===== config.mk =====
export PLATFORM = sky130hd
export DESIGN_NAME = csr_exec
export DESIGN_NICKNAME = d
export VERILOG_FILES = /design/src/rtl/csr_defines.sv /design/src/rtl/reg_defines.sv /design/src/rtl/csr_alu.sv /design/src/rtl/csr_exec.sv
export SDC_FILE = /design/constraint.sdc
export NUM_CORES = 1
export LEC_CHECK = 0
export CORE_AREA = 3 3 122 124
export DETAILED_ROUTE_END_ITERATION = 10
export DIE_AREA = 0 0 125 127
export GPL_TIMING_DRIVEN = 0
export PLACE_DENSITY = 0.71
export SYNTH_ARGS = -nofsm -noshare
export SYNTH_HDL_FRONTEND = slang
export SYNTH_SLANG_ARGS = --single-unit

===== constraint.sdc =====
create_clock -name clock -period 3.75 [get_ports clock]
set_input_delay 0.75 -clock clock [delete_from_list [all_inputs] [get_ports clock]]
set_output_delay 0.75 -clock clock [all_outputs]
set_load 0.005 [all_outputs]

===== src/rtl/csr_defines.sv =====
// Zicsr encodings, implemented CSR addresses and the CSR executor state type.
package csr_defines;

    localparam logic [2:0] F3_RW  = 3'd1;
    localparam logic [2:0] F3_RS  = 3'd2;
    localparam logic [2:0] F3_RC  = 3'd3;
    localparam logic [2:0] F3_RWI = 3'd5;
    localparam logic [2:0] F3_RSI = 3'd6;
    localparam logic [2:0] F3_RCI = 3'd7;

    localparam logic [11:0] CSR_CYCLE     = 12'hB00;
    localparam logic [11:0] CSR_CYCLEH    = 12'hB80;
    localparam logic [11:0] CSR_INSTRET   = 12'hB02;
    localparam logic [11:0] CSR_INSTRETH  = 12'hB82;
    localparam logic [11:0] CSR_MVENDORID = 12'hF11;
    localparam logic [11:0] CSR_MARCHID   = 12'hF12;
    localparam logic [11:0] CSR_MISA      = 12'h301;

    typedef enum logic [1:0] {
        IDLE  = 2'd0,
        READ  = 2'd1,
        WRITE = 2'd2,
        RESP  = 2'd3
    } csr_state_e;

    function automatic logic csr_addr_known(input logic [11:0] addr);
        return addr inside {CSR_CYCLE, CSR_CYCLEH, CSR_INSTRET, CSR_INSTRETH,
                            CSR_MVENDORID, CSR_MARCHID, CSR_MISA};
    endfunction

endpackage


===== src/rtl/reg_defines.sv =====
// Register-file wide constants shared across the core.
package reg_defines;

    localparam int REG_W_END = 31;

endpackage


===== src/rtl/csr_alu.sv =====
// Combinational new-value, write-enable and legality decision for one CSR instruction.
module csr_alu
    import csr_defines::*;
#(
    parameter int REG_W = 32
) (
    input  logic [2:0]       funct3_i,
    input  logic [REG_W-1:0] old_i,
    input  logic [REG_W-1:0] rs1_i,
    input  logic [4:0]       zimm_i,
    input  logic [11:0]      addr_i,
    output logic [REG_W-1:0] new_o,
    output logic             do_write_o,
    output logic             illegal_o
);

    logic [REG_W-1:0] src;
    logic             op_bad;

    always_comb begin
        src        = funct3_i[2] ? {{(REG_W-5){1'b0}}, zimm_i} : rs1_i;
        new_o      = '0;
        do_write_o = 1'b0;
        op_bad     = 1'b0;
        case (funct3_i)
            F3_RW, F3_RWI: begin
                new_o      = src;
                do_write_o = 1'b1;
            end
            F3_RS, F3_RSI: begin
                new_o      = old_i | src;
                do_write_o = (zimm_i != 5'd0);
            end
            F3_RC, F3_RCI: begin
                new_o      = old_i & ~src;
                do_write_o = (zimm_i != 5'd0);
            end
            default: op_bad = 1'b1;
        endcase
        // Top two address bits 2'b11 mark a read-only CSR.
        illegal_o = op_bad || !csr_addr_known(addr_i)
                    || (do_write_o && (addr_i[11:10] == 2'b11));
    end

endmodule


===== src/rtl/csr_exec.sv =====
// Sequential executor for Zicsr instructions: read, optional write, then hold a response.
//   state | meaning
//   IDLE  | ready for a new instruction
//   READ  | sample old CSR value, decide write/legality
//   WRITE | one-cycle CSR write strobe
//   RESP  | hold result until consumer takes it
module csr_exec
    import csr_defines::*;
#(
    parameter int REG_W = reg_defines::REG_W_END + 1
) (
    input  logic             clock,
    input  logic             reset,
    input  logic             req_valid,
    output logic             req_ready,
    input  logic [2:0]       req_funct3,
    input  logic [11:0]      req_addr,
    input  logic [REG_W-1:0] req_rs1,
    input  logic [4:0]       req_rs1_idx,
    input  logic [4:0]       req_rd,
    output logic [11:0]      csr_addr,
    output logic             csr_wen,
    output logic [REG_W-1:0] csr_wdata,
    input  logic [REG_W-1:0] csr_rdata,
    output logic             rsp_valid,
    input  logic             rsp_ready,
    output logic [4:0]       rsp_rd,
    output logic [REG_W-1:0] rsp_data,
    output logic             rsp_illegal
);

    csr_state_e       state_q, state_d;
    logic [2:0]       funct3_q;
    logic [11:0]      addr_q;
    logic [REG_W-1:0] rs1_q;
    logic [4:0]       rs1_idx_q;
    logic [4:0]       rd_q;
    logic [REG_W-1:0] old_q;
    logic [REG_W-1:0] new_q;
    logic             illegal_q;

    logic [REG_W-1:0] alu_new;
    logic             alu_do_write;
    logic             alu_illegal;

    csr_alu #(.REG_W(REG_W)) u_alu (
        .funct3_i   (funct3_q),
        .old_i      (csr_rdata),
        .rs1_i      (rs1_q),
        .zimm_i     (rs1_idx_q),
        .addr_i     (addr_q),
        .new_o      (alu_new),
        .do_write_o (alu_do_write),
        .illegal_o  (alu_illegal)
    );

    always_ff @(posedge clock or posedge reset) begin
        if (reset) begin
            state_q   <= IDLE;
            funct3_q  <= '0;
            addr_q    <= '0;
            rs1_q     <= '0;
            rs1_idx_q <= '0;
            rd_q      <= '0;
            old_q     <= '0;
            new_q     <= '0;
            illegal_q <= 1'b0;
        end else begin
            state_q <= state_d;
            if (state_q == IDLE && req_valid) begin
                funct3_q  <= req_funct3;
                addr_q    <= req_addr;
                rs1_q     <= req_rs1;
                rs1_idx_q <= req_rs1_idx;
                rd_q      <= req_rd;
            end
            if (state_q == READ) begin
                old_q     <= csr_rdata;
                new_q     <= alu_new;
                illegal_q <= alu_illegal;
            end
        end
    end

    always_comb begin
        state_d     = state_q;
        req_ready   = 1'b0;
        csr_addr    = addr_q;
        csr_wen     = 1'b0;
        csr_wdata   = '0;
        rsp_valid   = 1'b0;
        rsp_rd      = rd_q;
        rsp_data    = '0;
        rsp_illegal = 1'b0;
        case (state_q)
            IDLE: begin
                req_ready = 1'b1;
                if (req_valid) state_d = READ;
            end
            READ: begin
                state_d = (alu_illegal || !alu_do_write) ? RESP : WRITE;
            end
            WRITE: begin
                csr_wen   = 1'b1;
                csr_wdata = new_q;
                state_d   = RESP;
            end
            RESP: begin
                rsp_valid   = 1'b1;
                rsp_illegal = illegal_q;
                // Illegal instructions never leak the CSR contents.
                rsp_data    = illegal_q ? '0 : old_q;
                if (rsp_ready) state_d = IDLE;
            end
            default: state_d = IDLE;
        endcase
    end

endmodule


Word-level counts from Yosys, hierarchy flattened:

Cells that the tools add are included.

* register bits: 124
* bits of input ports: 93
* output and inout bits: 85
* logic and storage cells: 62

* equality and inequality tests: 19
* muxes and demuxes: 15
* bitwise operators: 3
* reduce and logical (&&, ||, !) cells: 16

Operator list (count)
* two-way mux 32 bit: 4
* case mux 32 bit (3 select lines): 1
* == test 12 bit (second input constant): 6
* AND 32 bit: 1
* inverter 32 bit: 1
* bitwise OR 32 bit: 1
* == test 12 x 10 -> 1 bit (second input constant): 1
* == test 3 bit (second input constant): 3
* case mux 2 bit (4 select lines): 1
* nonzero test 7 bit: 1
* == test 2 bit (second input constant): 3
* == test 3 x 2 -> 1 bit (second input constant): 2
* two-way mux 1 bit: 6
* OR reduction 2 bit: 3
* OR reduction 6 bit: 1
* nonzero test 5 bit: 1
* two-way mux 2 bit: 2
* != test 2 bit (second input constant): 2
* OR reduction 4 bit: 1
* == test 3 x 1 -> 1 bit (second input constant): 1
* logical OR 1 bit: 3
* == test 2 x 1 -> 1 bit (second input constant): 1
* logical AND 1 bit: 2
* logical NOT 1 bit: 2
* 3 further kinds: 3

Depth between registers and ports, before layout:

Gate-level depths: netlist of run 1.

* depth after elaboration: 8
* gate-level depth with buffers: 7
* gate-level depth less buffers: 6

By module:

Synthesis of run 1 repeated with hierarchy kept, for this count alone.

* cell total of the unflattened synthesis: 477
* area, all modules: 6187.2 um^2

By module, submodules not included
* csr_exec: times used 1, cells each 348, area each 5250.0 um^2, seq. area each 3103.0 um^2
* csr_alu: times used 1, cells each 129, area each 937.1 um^2, seq. area each 0.0 um^2

Least setup slack after synthesis of run 1:

OpenSTA, ideal clock, no wires.

* kind: register to output
* start: register state_q[0]
* end: output rsp_data[10]
* arrival: 1.219 ns
* required time: 3.000 ns
* setup slack: 1.781 ns
* cell stages (with the launch flop): 5
* buffers on the path: 1
* path through: dfrtp_1 ha_1 nor2b_1 clkbuf_1 and2_1

* longest elaborated chain between the ends: 2

RTL lines
* start: declaration: line csr_exec.sv:32 `csr_state_e state_q, state_d;`
* start signal: assignment: line csr_exec.sv:69 `state_q <= state_d;`
* == test 2 bit: line csr_exec.sv:95 `case (state_q)`
* two-way mux 32 bit: line csr_exec.sv:95
* end: declaration: line csr_exec.sv:28 `output logic [REG_W-1:0] rsp_data,`

No other way between the ends.

Final worst setup path of run 1:

* start: register state_q[0]
* end: output rsp_data[12]

Same word-level chain as after synthesis.

==> metrics, run 1 <==
Cell Area, Synth=5753 sq um; worst reg-to-reg path cell count=6; grt ovf=0; post-CTS setup buffers=0; TNS Setup=0 ns; sequential element share of the synthesized area=a little over half; Fmax achieved=295.4 MHz; first-iteration detailed-routing DRC count=235; wire per inst=17.65 um; Die H=127 um; nature of the critical path endpoint=output port; H-tree Lvls=4; P_leak=3.468 nW; Max Root-Sink Buffers=2; CTS tree=yes; Boundary Pins=178; MaxCap Viol Count=0; ranking of synthesized cells by area=dfrtp_1 (54%), mux2_1 (12%), and2_1 (7.1%); RSZ-0062 raised after global routing=no; Synth Register Bits=around 120; Final Setup Violations=0; cell taking the most area after synthesis=dfrtp_1; DP Wirelength=11.36 mm; hold path cells=1; Slew headroom=approximately 62%; post-route DRC violation count=0; Min-Delay Path Class=reg2reg; GP Congestion=0.7533; crit start category=flop; Cell Rows=43; Final WS setup=~0.36 ns; Async SR Flop Fraction=100.0%; CTS clk-pin slew, worst paths=0.06 ns; number of vias per cell=5.148; worst-margin pin slew=0.5643 ns; synthesized area per cell=11.84 sq um; Yosys cell types=34; die width=125 um; die area=~16000 sq um; crit path max fanout=10; Mapped Nets=583; area share of the largest cell type after synthesis=a little over half; initial antenna violation count=0; First-pass DRT Iterations=4; Worst EP required=3.00 ns; worst path cell trace=ha_1, nor2b_1, clkbuf_1, and2_1, clkdlybuf4s50_1; Post-synth EDFFs=0; nets=around 800; CP arrival=2.64 ns; Routed WL=~15 mm; slowest cell on the critical path=clkdlybuf4s50_1; pre-CTS setup slack=a little under 0.8 ns; Routed Antenna Nets=0; wire length of the first global-routing pass=24.66 mm; number of buffers added on ports=roughly 180; outcome=finished, final reports clean; Final min period=3.386 ns; crit-path max cell delay=0.51 ns; fin. max-slew vios=0; number of global-route vias before repair=4829; core area=about 14000 sq um; WS Path Type=reg2out; DR vias=around 4500; largest net degree at the start of global routing=43; cell count after synthesis=486; layout cells sized above 1=between 10 and 15%; power per cell area=between 800 and 900 nW/um^2; CTS buffer count=17; Layout area overhead=46.52%; Worst-Skew Late Latency=0.42 ns; Starting Density=between 40% and 50%; # resized after CTS=0; peak supply drop=0.0003739 V; final hold violations=0; clock sinks=124; Syn. warnings=0; Most used DFF post-synth=dfrtp_1; skew final=around 0.0067 ns; Tcrit/Tclk final=between 90% and 100%; cell with the most instances after synthesis=dfrtp_1; diode count=0; clock root cell=clkbuf_16; GRT Overall Usage=19.68%; synth cell count leaders=dfrtp_1 (124), and2_1 (65), mux2_1 (59); CTS Hold Bufs=0
==> worst paths after layout <==
kind                             from      endpoint  slack (ns)
setup / recovery           state_q[0]  rsp_data[12]        0.36
hold / removal               old_q[0]      old_q[0]        0.48
setup reg to reg           state_q[0]     rs1_q[16]        1.71
hold reg to reg              old_q[0]      old_q[0]        0.48
max in group asynchronous       reset     old_q[12]        2.31
min in group asynchronous       reset  csr_addr[11]        0.69
==> where the power goes <==
| group | internal (W) | switching [W] |
|---|---|---|
| clock network | 0.00112 | 0.000588 |
| registers | 0.00205 | 0.000422 |
| logic | 0.00150 | 0.00135 |
==> through the flow <==
stage	utilization [%]	power (W)	std cells	cell area [sq um]	hold WS [ns]
after floorplan	-	0.004172	486	5757	0.4489
after global placement	55.86	0.005212	843	7754	0.4597
after detailed placement	56.29	0.005358	846	7814	0.4714
after CTS	60.73	0.007096	878	8429	0.4845
after global routing	60.73	0.007497	878	8429	0.5112
final	60.73	0.007027	878	8429	0.4794
==> cell type report <==
class                           count  area, sq um
Clock inverter                     13        172.7
Multi-Input combinational cell    324         2474
Sequential cell                   124         3103
Timing Repair Buffer              180         1832
Inverter                            5        22.52
Buffer                             33        157.7
Tap cell                          180        225.2
Clock buffer                       19        442.9
Fill cell                        1162         5451
==> critical path: cells and delay by family (launching register included) <==
family        cells  cell delay [ns]
fa+ha+maj         1             0.25
buf+inv           2             0.96
flops             1             0.43
simple gates      2             0.57
==> layout by cell type (no fill, tap or decap), types with 3 or more instances in the layout <==
master,instances
clkbuf_16,17
nand2b_1,28
and2_1,65
mux2_1,59
clkbuf_1,16
o21ai_0,3
inv_1,4
mux2_2,30
ha_1,4
nand2_1,6
bufinv_16,4
buf_2,15
clkinv_2,6
clkinvlp_4,4
mux2i_1,5
dfrtp_1,124
a32oi_1,26
a31oi_1,7
clkdlybuf4s50_1,177
a21oi_1,32
nor2_1,42
buf_12,3
==> logic make-up after synthesis <==
kind of cell / Yosys count / synth area share, %
and+or+nand+nor: 152 / 14.88
DFF: 124 / 53.94
muxes: 94 / 18.29
AOI/OAI and AO/OA: 73 / 8.482
buffers and inverters: 38 / 3.066
adders and majority gates: 4 / 0.8700
xor gates and xnor gates: 1 / 0.4785
==> sequential cells by signal, summed over array words and instances (netlist names) <==
name and count:
csr_addr 12, rs1_idx_q 5, funct3_q 3, illegal_q 1, rs1_q 32, new_q 32, state_q 2, rsp_rd 5
old_q 32
==> layer usage <==
metal	global-route usage (%)	routed length [um]	vias to the layer above
li1	-	-	2102
met1	24.43	6604	2243
met2	31.38	7401	151
met3	7.358	1194	24
met4	7.781	298	0
met5	0	0	-
No activity file was read; power rests on OpenSTA's default activity.
==> run 2: changes to the inputs <==
--- a/config.mk
+++ b/config.mk
@@ -9,7 +9,9 @@
 export DETAILED_ROUTE_END_ITERATION = 10
 export DIE_AREA = 0 0 125 127
 export GPL_TIMING_DRIVEN = 0
+export HOLD_SLACK_MARGIN = 0.15
 export PLACE_DENSITY = 0.71
+export RECOVER_POWER = 50
 export SYNTH_ARGS = -nofsm -noshare
 export SYNTH_HDL_FRONTEND = slang
 export SYNTH_SLANG_ARGS = --single-unit
==> metrics, run 2 (synthesized netlist as in run 1, its figures left out) <==
GP Congestion=about 0.75; fin. max-slew vios=0; CTS Hold Bufs=0; commonest cells after routing, fill and taps aside=clkdlybuf4s50_1 (176), dfrtp_1 (124), and2_1 (65); Tcrit/Tclk final=90.69%; MaxCap Viol Count=0; Top Registers=new_q: 32 flops, old_q: 32 flops, rs1_q: 32 flops; P_sw=about 0.0024 W; First-pass DRT Iterations=4; Reg-to-Reg Start=state_q[0]; Final Setup Violations=0; GRT Overall Usage=19.68%; outcome=finished, final reports clean; Hold Path Origin=old_q[0]; CTS buffer count=17; most common cell after layout, fill and taps aside=clkdlybuf4s50_1; Min-Delay Path Class=reg2reg; Routed WL=15.51 mm; Internal=0.004649 W; worst reg-to-reg path cell count=6; TNS Setup=0 ns; Routed Antenna Nets=0; register share of total power=35.2%; Combinational Power Share=40.4%; first-iteration detailed-routing DRC count=roughly 240; wire length of the first global-routing pass=24.66 mm; grt ovf=0; wire per inst=17.66 um; skew final=0.01003 ns; layout cells sized above 1=11.32%; CTS tree=yes; DP Wirelength=11.36 mm; Die H=127 um; initial antenna violation count=0; final hold violations=0; number of vias per cell=~5.1; Worst-Skew Late Latency=0.42 ns; Final min period=3.401 ns; WS Path Type=reg2out; Layout area overhead=45.63%; die area=15880 sq um; Boundary Pins=178; P_leak=3.435 nW; Layout fillers=1170; post-CTS setup buffers=0; post-route DRC violation count=0; # resized after CTS=0; crit start category=flop; diode count=0; largest net degree at the start of global routing=43; peak supply drop=0.0003732 V; DR vias=4501; nature of the critical path endpoint=output port; power per cell area=around 840 nW/um^2; nets=782; clock root cell=clkbuf_16; CP arrival=2.65 ns; Worst EP required=roughly 3 ns; number of global-route vias before repair=4829; clock sinks=124; number of buffers added on ports=177; Cell Rows=43; clock share of power=approximately 24%; pre-CTS setup slack=0.7766 ns; FF-to-FF End=rs1_q[16]; Final WS setup=0.3489 ns; Slew headroom=under 10%; CTS clk-pin slew, worst paths=about 0.06 ns; Max Root-Sink Buffers=2; H-tree Lvls=4; crit path max fanout=10; RSZ-0062 raised after global routing=no; hold path cells=1; Finished Core Util=60.36%; worst reg-to-reg setup slack=1.44 ns; Starting Density=41.45%; Fmax achieved=294.0 MHz; hold worst-path end=old_q[0]; worst-margin pin slew=1.412 ns; core area=13880 sq um; switching share of power=roughly a third; die width=125 um
-- run 2: changes by cell type in the layout (fill, tap and decap cells not counted), moves of 2 or more --
cell	previous run	this run
clkbuf_1	16	23
buf_12	3	0
clkbuf_4	0	2
buf_2	15	9
-- run 2: per-layer routing --
| metal | GRT usage (%) | routed length, um | up-vias | share of wire [%] |
|---|---|---|---|---|
| met5 | 0 | 0 | - | 0 |
| met4 | 7.781 | 261 | 0 | 1.7 |
| met3 | 7.358 | 1153 | 21 | 7.4 |
| met2 | 31.38 | 7507 | 147 | 48 |
| met1 | 24.43 | 6585 | 2230 | 42 |
| li1 | - | - | 2103 | - |
-- run 2: through the flow --
step	hold slack, ns	instances	total power [W]	cell area (sq um)
after floorplan	0.4489	486	0.004172	5757
after global placement	0.4597	843	0.005212	7754
after detailed placement	0.4714	846	0.005358	7814
after CTS	0.4845	878	0.007096	8429
after global routing	0.5112	878	0.007483	8378
final	0.4795	878	0.007004	8378
-- run 2: area by class of cell --
class | instances | area (sq um) | share of cell area [%]
inverter | 5 | 20.02 | 0.2389
clock buffer | 19 | 442.9 | 5.287
sequential | 124 | 3103 | 37.04
buffer | 33 | 150.1 | 1.792
multi-input combinational | 324 | 2474 | 29.53
clock inverter | 13 | 172.7 | 2.061
timing repair buffer | 180 | 1790 | 21.37
tap | 180 | 225.2 | 2.688
-- run 2: how the worst max path moves through the flow --
stage,start,end,cells past startpoint
floorplan,reset,csr_addr[0],1
global placement,reset,old_q[12],2
detailed placement,state_q[0],rsp_data[13],5
CTS,state_q[0],rsp_data[12],5
global route,state_q[0],rsp_data[12],5
finish,state_q[1],rsp_data[12],5
-- run 2: power groups by stage --
stage | sequential [W] | clock, W | combinational, W
after global routing | 0.00255 | 0.00180 | 0.00313
final | 0.00247 | 0.00171 | 0.00283
after detailed placement | 0.00248 | 0 | 0.00288
after floorplan | 0.00237 | 0 | 0.00180
after CTS | 0.00247 | 0.00173 | 0.00289
after global placement | 0.00243 | 0 | 0.00278
-- run 2: worst max-delay path, cell delays in order (launching register included) --
cell and delay, ns:
dfrtp_1 0.43, ha_1 0.25, nor2b_1 0.37, clkbuf_1 0.45, and2_1 0.20, clkdlybuf4s50_1 0.51
